--- config.mk ---
export PLATFORM = sky130hd
export DESIGN_NAME = int_literal_parser
export DESIGN_NICKNAME = d
export VERILOG_FILES = /design/src/rtl/int_literal_parser.sv
export SDC_FILE = /design/constraint.sdc
export NUM_CORES = 1
export LEC_CHECK = 0
export BUFFER_PORTS_ARGS = -buffer_cell sky130_fd_sc_hd__clkbuf_2
export CAP_MARGIN = 30
export CORE_ASPECT_RATIO = 0.75
export CORE_MARGIN = 2
export CORE_UTILIZATION = 65
export CTS_CLUSTER_DIAMETER = 60
export DETAILED_ROUTE_END_ITERATION = 12
export PLACE_DENSITY = 0.92
export SYNTH_ARGS = -nofsm -noshare
export SYNTH_HDL_FRONTEND = slang
export SYNTH_SLANG_ARGS = --single-unit
export TNS_END_PERCENT = 20
--- constraint.sdc ---
create_clock -name CLK -period 13.7 [get_ports CLK]
set_input_delay 2.74 -clock CLK [delete_from_list [all_inputs] [get_ports CLK]]
set_output_delay 2.74 -clock CLK [all_outputs]
set_load 0.01 [all_outputs]
--- src/rtl/int_literal_parser.sv ---
// Streaming ASCII Verilog integer literal decoder: one character per handshake in,
// one decoded two's-complement value plus size/sign/base/overflow/error attributes out.
module int_literal_parser #(
   parameter int unsigned VAL_W  = 32,
   parameter int unsigned SIZE_W = 16
) (
   input  logic              CLK,
   input  logic              ASYNCRESET,
   input  logic              in_valid,
   output logic              in_ready,
   input  logic [7:0]        in_char,
   input  logic              in_last,
   output logic              out_valid,
   input  logic              out_ready,
   output logic [VAL_W-1:0]  out_value,
   output logic [SIZE_W-1:0] out_size,
   output logic              out_sized,
   output logic              out_signed,
   output logic [1:0]        out_base,
   output logic              out_overflow,
   output logic              out_error
);

   localparam int unsigned WIDE_W = VAL_W + 4;

   localparam logic [7:0] CH_MINUS = 8'h2D;
   localparam logic [7:0] CH_TICK  = 8'h27;
   localparam logic [7:0] CH_UNDER = 8'h5F;

   localparam logic [1:0] B_DEC = 2'd0;
   localparam logic [1:0] B_BIN = 2'd1;
   localparam logic [1:0] B_OCT = 2'd2;
   localparam logic [1:0] B_HEX = 2'd3;

   typedef enum logic [2:0] {
      S_IDLE, S_NUM, S_TICK, S_BASE, S_DIGITS, S_DRAIN, S_OUT
   } state_e;

   state_e             state_q, state_d;
   logic [VAL_W-1:0]   acc_q, acc_d;
   logic [SIZE_W-1:0]  size_q, size_d;
   logic               sized_q, sized_d;
   logic               sgn_q, sgn_d;
   logic               neg_q, neg_d;
   logic [1:0]         base_q, base_d;
   logic               ovf_q, ovf_d;
   logic               err_q, err_d;
   logic               seen_q, seen_d;
   logic               us_q, us_d;

   logic [4:0]         dig_c;
   logic [4:0]         radix_c;
   logic [WIDE_W-1:0]  mac_c;
   logic               mac_ovf_c;
   logic [7:0]         lower_c;
   logic               go_err_c;

   // {valid, value} of a character as a digit of the given base
   function automatic logic [4:0] dig_decode(input logic [7:0] ch, input logic [1:0] base);
      logic [4:0] r;
      r = '0;
      if (ch >= 8'h30 && ch <= 8'h39) begin
         r[3:0] = 4'(ch - 8'h30);
         case (base)
            B_BIN:   r[4] = (r[3:0] < 4'd2);
            B_OCT:   r[4] = (r[3:0] < 4'd8);
            default: r[4] = 1'b1;
         endcase
      end else if (base == B_HEX && ch >= 8'h61 && ch <= 8'h66) begin
         r = {1'b1, 4'(ch - 8'h57)};
      end else if (base == B_HEX && ch >= 8'h41 && ch <= 8'h46) begin
         r = {1'b1, 4'(ch - 8'h37)};
      end
      return r;
   endfunction

   always_comb begin
      case (base_q)
         B_BIN:   radix_c = 5'd2;
         B_OCT:   radix_c = 5'd8;
         B_HEX:   radix_c = 5'd16;
         default: radix_c = 5'd10;
      endcase
   end

   // base_q stays decimal until the base letter, so one decoder serves size and digits
   assign dig_c     = dig_decode(in_char, base_q);
   assign mac_c     = WIDE_W'(acc_q) * WIDE_W'(radix_c) + WIDE_W'(dig_c[3:0]);
   assign mac_ovf_c = |mac_c[WIDE_W-1:VAL_W];
   assign lower_c   = in_char | 8'h20;

   always_comb begin
      state_d  = state_q;
      acc_d    = acc_q;
      size_d   = size_q;
      sized_d  = sized_q;
      sgn_d    = sgn_q;
      neg_d    = neg_q;
      base_d   = base_q;
      ovf_d    = ovf_q;
      err_d    = err_q;
      seen_d   = seen_q;
      us_d     = us_q;
      go_err_c = 1'b0;

      if (state_q == S_OUT) begin
         if (out_ready) begin
            state_d = S_IDLE;
            acc_d   = '0;
            size_d  = '0;
            sized_d = 1'b0;
            sgn_d   = 1'b0;
            neg_d   = 1'b0;
            base_d  = B_DEC;
            ovf_d   = 1'b0;
            err_d   = 1'b0;
            seen_d  = 1'b0;
            us_d    = 1'b0;
         end
      end else if (in_valid) begin
         case (state_q)
            S_IDLE: begin
               if (in_char == CH_MINUS) begin
                  neg_d   = 1'b1;
                  state_d = S_NUM;
               end else if (dig_c[4]) begin
                  acc_d   = mac_c[VAL_W-1:0];
                  seen_d  = 1'b1;
                  state_d = S_NUM;
               end else if (in_char == CH_TICK) begin
                  state_d = S_TICK;
               end else begin
                  go_err_c = 1'b1;
               end
            end
            S_NUM: begin
               if (dig_c[4]) begin
                  acc_d  = mac_c[VAL_W-1:0];
                  ovf_d  = ovf_q | mac_ovf_c;
                  seen_d = 1'b1;
                  us_d   = 1'b0;
               end else if (in_char == CH_UNDER && seen_q) begin
                  us_d = 1'b1;
               end else if (in_char == CH_TICK) begin
                  // the size must end on a digit and fit the size register
                  if (neg_q || !seen_q || us_q || ovf_q || acc_q == '0 ||
                      (acc_q >> SIZE_W) != '0) begin
                     go_err_c = 1'b1;
                  end else begin
                     size_d  = SIZE_W'(acc_q);
                     acc_d   = '0;
                     sized_d = 1'b1;
                     state_d = S_TICK;
                  end
               end else begin
                  go_err_c = 1'b1;
               end
            end
            S_TICK: begin
               if (lower_c == 8'h73 && !sgn_q) begin
                  sgn_d = 1'b1;
               end else if (lower_c == 8'h64) begin
                  base_d  = B_DEC;
                  state_d = S_BASE;
               end else if (lower_c == 8'h62) begin
                  base_d  = B_BIN;
                  state_d = S_BASE;
               end else if (lower_c == 8'h6F) begin
                  base_d  = B_OCT;
                  state_d = S_BASE;
               end else if (lower_c == 8'h68) begin
                  base_d  = B_HEX;
                  state_d = S_BASE;
               end else begin
                  go_err_c = 1'b1;
               end
            end
            S_BASE, S_DIGITS: begin
               if (dig_c[4]) begin
                  acc_d   = mac_c[VAL_W-1:0];
                  ovf_d   = ovf_q | mac_ovf_c;
                  state_d = S_DIGITS;
               end else if (!(in_char == CH_UNDER && state_q == S_DIGITS)) begin
                  go_err_c = 1'b1;
               end
            end
            default: ;
         endcase

         if (go_err_c) begin
            err_d   = 1'b1;
            state_d = S_DRAIN;
         end

         // a literal ending before any value digit is malformed
         if (in_last) begin
            if (state_d == S_IDLE || state_d == S_TICK || state_d == S_BASE ||
                (state_d == S_NUM && !seen_d)) begin
               err_d = 1'b1;
            end
            state_d = S_OUT;
         end
      end
   end

   always_ff @(posedge CLK or posedge ASYNCRESET) begin
      if (ASYNCRESET) begin
         state_q <= S_IDLE;
         acc_q   <= '0;
         size_q  <= '0;
         sized_q <= 1'b0;
         sgn_q   <= 1'b0;
         neg_q   <= 1'b0;
         base_q  <= B_DEC;
         ovf_q   <= 1'b0;
         err_q   <= 1'b0;
         seen_q  <= 1'b0;
         us_q    <= 1'b0;
      end else begin
         state_q <= state_d;
         acc_q   <= acc_d;
         size_q  <= size_d;
         sized_q <= sized_d;
         sgn_q   <= sgn_d;
         neg_q   <= neg_d;
         base_q  <= base_d;
         ovf_q   <= ovf_d;
         err_q   <= err_d;
         seen_q  <= seen_d;
         us_q    <= us_d;
      end
   end

   logic [VAL_W-1:0] mask_c;
   logic [VAL_W-1:0] shifted_c;
   logic             small_c;
   logic             trunc_ovf_c;
   logic [VAL_W-1:0] fin_c;

   // finalize purely from registers so the result holds while out_ready is low
   always_comb begin
      small_c     = sized_q && (32'(size_q) < 32'(VAL_W));
      mask_c      = ~({VAL_W{1'b1}} << size_q);
      shifted_c   = acc_q >> (size_q - SIZE_W'(1));
      trunc_ovf_c = 1'b0;
      fin_c       = acc_q;
      if (!sized_q) begin
         if (neg_q) fin_c = VAL_W'(0) - acc_q;
      end else if (small_c) begin
         trunc_ovf_c = |(acc_q & ~mask_c);
         fin_c       = acc_q & mask_c;
         if (sgn_q && shifted_c[0]) fin_c = fin_c | ~mask_c;
      end
   end

   assign in_ready     = (state_q != S_OUT);
   assign out_valid    = (state_q == S_OUT);
   assign out_value    = err_q ? '0 : fin_c;
   assign out_size     = size_q;
   assign out_sized    = sized_q;
   assign out_signed   = sgn_q | neg_q;
   assign out_base     = base_q;
   assign out_overflow = ovf_q | trunc_ovf_c;
   assign out_error    = err_q;

endmodule

Yosys cells after proc, flatten, opt, wreduce, memory -nomap -nowiden --
Index checks and enable logic that the tools add are counted.
Word-level totals: register bits after elaboration 60, output and inout bits 56, input bits 13
Cells by class: eq/ne operators 29, multipliers 1, mux-type cells 114, bitwise gates (word level) 8, order comparisons 9, shift operators 2, reductions and logical operators 50, $add $sub $neg 6
Operators with widths (number):
- $mux W32 | 14
- $mux W16 | 8
- $pmux W32 S3 | 1
- $and A32 B32 Y32 | 2
- $not A32 Y32 | 2
- $mux W3 | 20
- $mux W1 | 54
- $add A36 B4 Y36 | 1
- $mul A32 B5 Y36 | 1
- $eq A7 B6 Y1 const B | 5
- $logic_not A32 Y1 | 1
- $or A32 B32 Y32 | 1
- $reduce_bool A32 Y1 | 1
- $reduce_or A32 Y1 | 1
- $shl A32 B16 Y32 const A | 1
- $shr A32 B16 Y1 | 1
- $sub A1 B32 Y32 const A | 1
- $mux W2 | 9
- $reduce_bool A2 Y1 | 9
- $eq A8 B6 Y1 const B | 2
- $ge A8 B7 Y1 const B | 2
- $le A8 B7 Y1 const B | 2
- $lt A16 B6 Y1 const B | 1
- $reduce_and A4 Y1 | 4
- other kinds (36) | 75

Logic depth before layout (Yosys ltp) --
depth after elaboration 24, mapped depth 24, gate-level depth less buffers 23

Worst setup path before layout --
OpenSTA, ideal clock, no wires.
path type input to register, start input in_char[0], end register acc_q[25], slack 6.747 ns, stages 23, path buffers 1, data required time 13.579 ns, arrival time 6.833 ns, path through inv_1 > ha_1 > nor2_1 > o21ai_0 > and3_1 > clkbuf_1 > a31oi_1 > o22a_1 > ha_1 > ha_1 > fa_1 > inv_1 > fa_1 > nand2b_1 > a21oi_1 > o211ai_1 > o21bai_1 > a31oi_1 > nor2_1 > a21oi_1 > o21ai_0 > xor2_1 > a22o_1
Between the ends: longest elaborated chain between the ends 12
Ends and longest elaborated chain:
- start, declared | line 11 | input logic [7:0] in_char,
- $ge A8 B7 Y1 | line 71 | end else if (base == B_HEX && ch >= 8'h41 && ch <= 8'h46) begin
- $logic_and A1 B1 Y1 (2 in a row) | line 71
- $mux W5 | line 71
- $mux W5 | line 69 | end else if (base == B_HEX && ch >= 8'h61 && ch <= 8'h66) begin
- $mux W5 | line 62 | if (ch >= 8'h30 && ch <= 8'h39) begin
- $add A36 B4 Y36 | line 88 | assign mac_c = WIDE_W'(acc_q) * WIDE_W'(radix_c) + WIDE_W'(dig_c[3:0]);
- $mux W32 | line 126, 179
- $mux W32 | line 123 | if (in_char == CH_MINUS) begin
- $pmux W32 S3 | line 121 | case (state_q)
- $mux W32 | line 120 | end else if (in_valid) begin
- $mux W32 | line 106 | if (state_q == S_OUT) begin
- end signal, assigned | line 209 | acc_q <= '0;
- end signal, assigned | line 221 | acc_q <= acc_d;
- end, declared | line 40 | logic [VAL_W-1:0] acc_q, acc_d;
Parallel ways exist; a longest one is shown, timed or not. The select of a mux whose other input is x is not followed. A chain may end at the register's enable or synchronous reset.

Worst setup path after layout --
start input in_char[1], end register ovf_q
Between the ends: longest elaborated chain between the ends 13
Ends and longest elaborated chain:
- $ge A8 B7 Y1 | line 71
- $logic_and A1 B1 Y1 (2 in a row) | line 71
- $mux W5 | line 71
- $mux W5 | line 69
- $mux W5 (*) | line 62
- $add A36 B4 Y36 | line 88
- $reduce_or A4 Y1 | line 89 | assign mac_ovf_c = |mac_c[WIDE_W-1:VAL_W];
- $or A1 B1 Y1 | line 139, 181
- $mux W1 | line 137, 179
- $mux W1
- $mux W1 | line 120
- $mux W1 | line 106
- end signal, assigned | line 227 | ovf_q <= ovf_d;
- end, declared | line 46 | logic ovf_q, ovf_d;
Mark *: on every way between the ends. The rest lies on a longest branch, timed or not. The select of a mux whose other input is x is not followed.

==> metrics list <==
- Placeable core region: 13,900 sq um
- Switching power of the nets: 0.204 mW
- Highest net fanout along the worst path: 7
* Power Internal: 0.394 mW
* ANT cells: 0
* Y dimension of the die: 108 um
* Inserted Clock Buffers: 9
* Classification of the worst setup path: input pin to flop
- The worst register-to-register path begins at out_base[0].
* DRC violation count after routing: 0
* Die W: 143 um
- STA puts the critical path data arrival time at 7670 ps.
- Sort of element at the start of the critical path: input pin
- Max-cap viol count: 0
- Placer's final routability congestion estimate: 0.988
- Net count after synthesis: 1,416
* Fin Clk Skew: 7.35 ps
- Die outline area: 15,400 sq um
- TritonCTS built the clock tree.
- Yosys warning total: 0
* Pre-antenna DRT Iters: 8
* Combinational share of power: 22.6%
- The via count of the first global-routing pass is 8,569.
- On the critical path the largest part of the delay comes from compound AO/OA/AOI/OAI gates.
- Cells after Synth: 1,260
- Root buffer selected by CTS: sky130_fd_sc_hd__clkbuf_16
- GRT Max-Usage Layer: met2
- CTS Hold Bufs: 0
- IR analysis of the VDD net gives a maximum drop of 54.0 uV.
- Setup violations remaining at the end of the flow were counted as 0.
- Worst path depth: 22
- In this design, the stage delay of the slowest critical-path cell is 630 ps.
- STA puts the critical path data required time at 13,930 ps.
- For this design the top-level I/O count stands at 69.
- Maximum number of pins on one net before global-route repair: 67
- H-tree lvl count: 3
- List of cells traversed by the critical path: clkbuf_2 -> inv_1 -> ha_1 -> nor2_1 -> o21ai_0 -> and3_1 -> a31oi_1 -> o22a_1 -> ha_1 -> ha_1 -> fa_1 -> ha_1 -> a21oi_1 -> nand4b_1 -> a21oi_1 -> nor3_1 -> o21ai_0 -> and4b_1 -> a21oi_1 -> a21oi_1 -> mux2_2 -> a211oi_1
- Maximum buffer depth of the clock tree: 2
* Count of final hold-check violations: 0
* DRC marker count from the first detailed-route iteration: 1,188
- The top cell type by area accounts for 16.0% of the synthesized area.
- Source of the worst hold timing path: us_q
- Outcome: complete, no violations
* Final-layout setup total negative slack: 0 ps
- Type of the worst min-delay path: flop to flop
- Slew @ Worst Pin: 954 ps
- Post-route worst hold slack: 517 ps
- Commonest register cell after synthesis: sky130_fd_sc_hd__dfrtp_1
- Number of cell rows: 37
- In this run, synthesis produced a sequential element count of 60.
- Initial Utilization: 67.5%
- Number of pins with negative max-slew slack in the final report: 0
- Input and output buffers added on the ports amount to 68.
* RSZ-0062 raised after global routing: false
- Final worst-path cycle share: 54.3%
* Leading cell types by count after synthesis: 167 x sky130_fd_sc_hd__nand2_1, 140 x sky130_fd_sc_hd__inv_1, 113 x sky130_fd_sc_hd__ha_1
* Sort of element at the end of the critical path: flop
* Antenna-violating nets left: 0
- Number of instances on the worst hold path: 1
- Post-synthesis average cell area: 7.44 sq um
* Via count: 9,302
- In this run, flip-flops and latches consume 35.9% of the power.
* Met2 capacity usage during global routing: 53.3%
- Met1 track demand over resource: 51.0%
- Global routing met3 resource utilization: 8.46%
* Count of cell types in the netlist: 63
- In the final routed layout, each cell accounts on average for 19.0 um.
- Wire length of the first global-routing pass: 43,700 um
- Buffers added to address setup during post-CTS repair amount to 0.
* Fin nets: 1,414
- Post-CTS Resized: 0
- Summed over all nets, the half-perimeter wirelength after detailed placement is 20,300 um.
- Beginning of the critical path: in_char[1]
* Detailed-route wire length: 27,300 um
- Cells with a size suffix above 1 make up 10.1% of the layout.
* Share of total power in the clock network: 41.5%
- The area growth from synthesis to layout is 6.74%.
- Measured against its own limit, the worst slew margin works out to 36.1%.
* Count of flip-flops with a built-in enable after synthesis: 0
- Register area share after synthesis: 16.0%
- The biggest area contributor in the post-synthesis netlist is sky130_fd_sc_hd__dfrtp_1.
- The initial antenna violation count came to 0.
- For this run, asynchronously set or reset flops after synthesis account for 100%.
- Clock slew at reported path FFs: 50 ps
- Slowest cell on crit path: sky130_fd_sc_hd__o21ai_0
- Ranked by total cell area, the synthesized netlist is headed by sky130_fd_sc_hd__dfrtp_1 16%, sky130_fd_sc_hd__ha_1 15%, sky130_fd_sc_hd__nand2_1 6.7%.
* Average vias per placed instance: 6.47
* Worst R2R Path Depth: 18
- Net switching is 34.1% of the power.
* Buffers and inverters on the worst path: 2
* Overall fraction of global-route tracks in use: 35.9%
- Most frequently used cell type in the post-synthesis netlist: sky130_fd_sc_hd__nand2_1
* Post-synth design cell area: 9370 sq um
- Power density over cell area: 59.8 nW/um^2
- For this design the static power due to leakage is 5.25 nW.
* FMAX: 0.134 GHz
* TritonCTS sink count: 60
- Global route overflow: 0
- Insertion delay to the later sink of the worst-skew pair: 340 ps
- Time the worst path needs with I/O delays and setup: 7440 ps
## through the flow
step / total power [mW] / cell area [sq um] / std cells / setup WS [ps] / utilization [%]
4_1_cts: 0.591 / 10000 / 1438 / 6380 / 72.0
2_1_floorplan: 0.303 / 9370 / 1260 / 6750 / -
3_3_place_gp: 0.340 / 9650 / 1420 / 6220 / 69.5
3_5_place_dp: 0.346 / 9680 / 1422 / 6070 / 69.7
5_1_grt: 0.619 / 10000 / 1438 / 6090 / 72.0
6_report: 0.598 / 10000 / 1438 / 6260 / 72.0
## sequential cells by signal, indices dropped and copies added (netlist names)
name / count
out_error: 1
state_q: 3
ovf_q: 1
out_base: 2
acc_q: 32
neg_q: 1
us_q: 1
out_size: 16
seen_q: 1
out_sized: 1
sgn_q: 1
## routing by layer
| layer | wire (um) | vias to the layer above |
|---|---|---|
| li1 | - | 4265 |
| met5 | 0 | - |
| met2 | 11600 | 622 |
| met4 | 1020 | 0 |
| met1 | 11500 | 4307 |
| met3 | 3220 | 108 |
## logic make-up after synthesis
| group | synth area share (%) |
|---|---|
| and+or+nand+nor | 23.3 |
| AOI/OAI and AO/OA | 18.1 |
| buffers and inverters | 9.28 |
| adders and majority gates | 21.5 |
| xor gates and xnor gates | 5.61 |
| DFF | 16.0 |
| muxes | 6.13 |
## cell usage in the layout, fill, tap and decap left out, drive strengths merged, types with 5 or more instances in the layout
cell type,count
nand2,167
inv,140
ha,113
nor2,91
clkbuf,80
o21ai,76
a21oi,64
dfrtp,60
xnor2,44
and2,41
nand3,36
nor2b,33
a211oi,30
fa,30
mux2i,27
nor3,18
a31oi,18
o31ai,17
xor2,16
nand2b,12
a21o,11
mux4,10
and3,9
a22o,9
or2,9
nand4,8
nor4,8
or3,8
buf,8
mux2,7
o22ai,6
o211ai,5
o21bai,5
## power by group through the flow
stage          logic [mW]  clock network (mW)  registers (mW)
6_report            0.135               0.248           0.214
5_1_grt             0.147               0.256           0.216
4_1_cts             0.132               0.247           0.213
3_5_place_dp        0.131                   0           0.215
3_3_place_gp        0.118                   0           0.222
2_1_floorplan       0.109                   0           0.194
## final cells by class
type,count,area [sq um]
Inverter,140,526
Multi-Input combinational cell,971,7020
Clock buffer,12,246
Clock inverter,4,72.6
Tap cell,175,219
Fill cell,1089,3890
Sequential cell,60,1500
Timing Repair Buffer,76,415
## worst reg2reg max path: cells and delay by family (launching register included)
kind	cells	cell delay (ps)
DFF	1	880
muxes	1	360
buffers and inverters	3	360
and+or+nand+nor	4	860
AOI/OAI and AO/OA	5	1370
adders and majority gates	5	2090
## final timing paths
path,slack [ps],to
max,6260,ovf_q
min reg2reg,520,us_q
min,520,us_q
max in group asynchronous,10500,out_sized
max reg2reg,7690,ovf_q
min in group asynchronous,2620,acc_q[2]
Note: power is estimated with default switching activity, not from simulation.
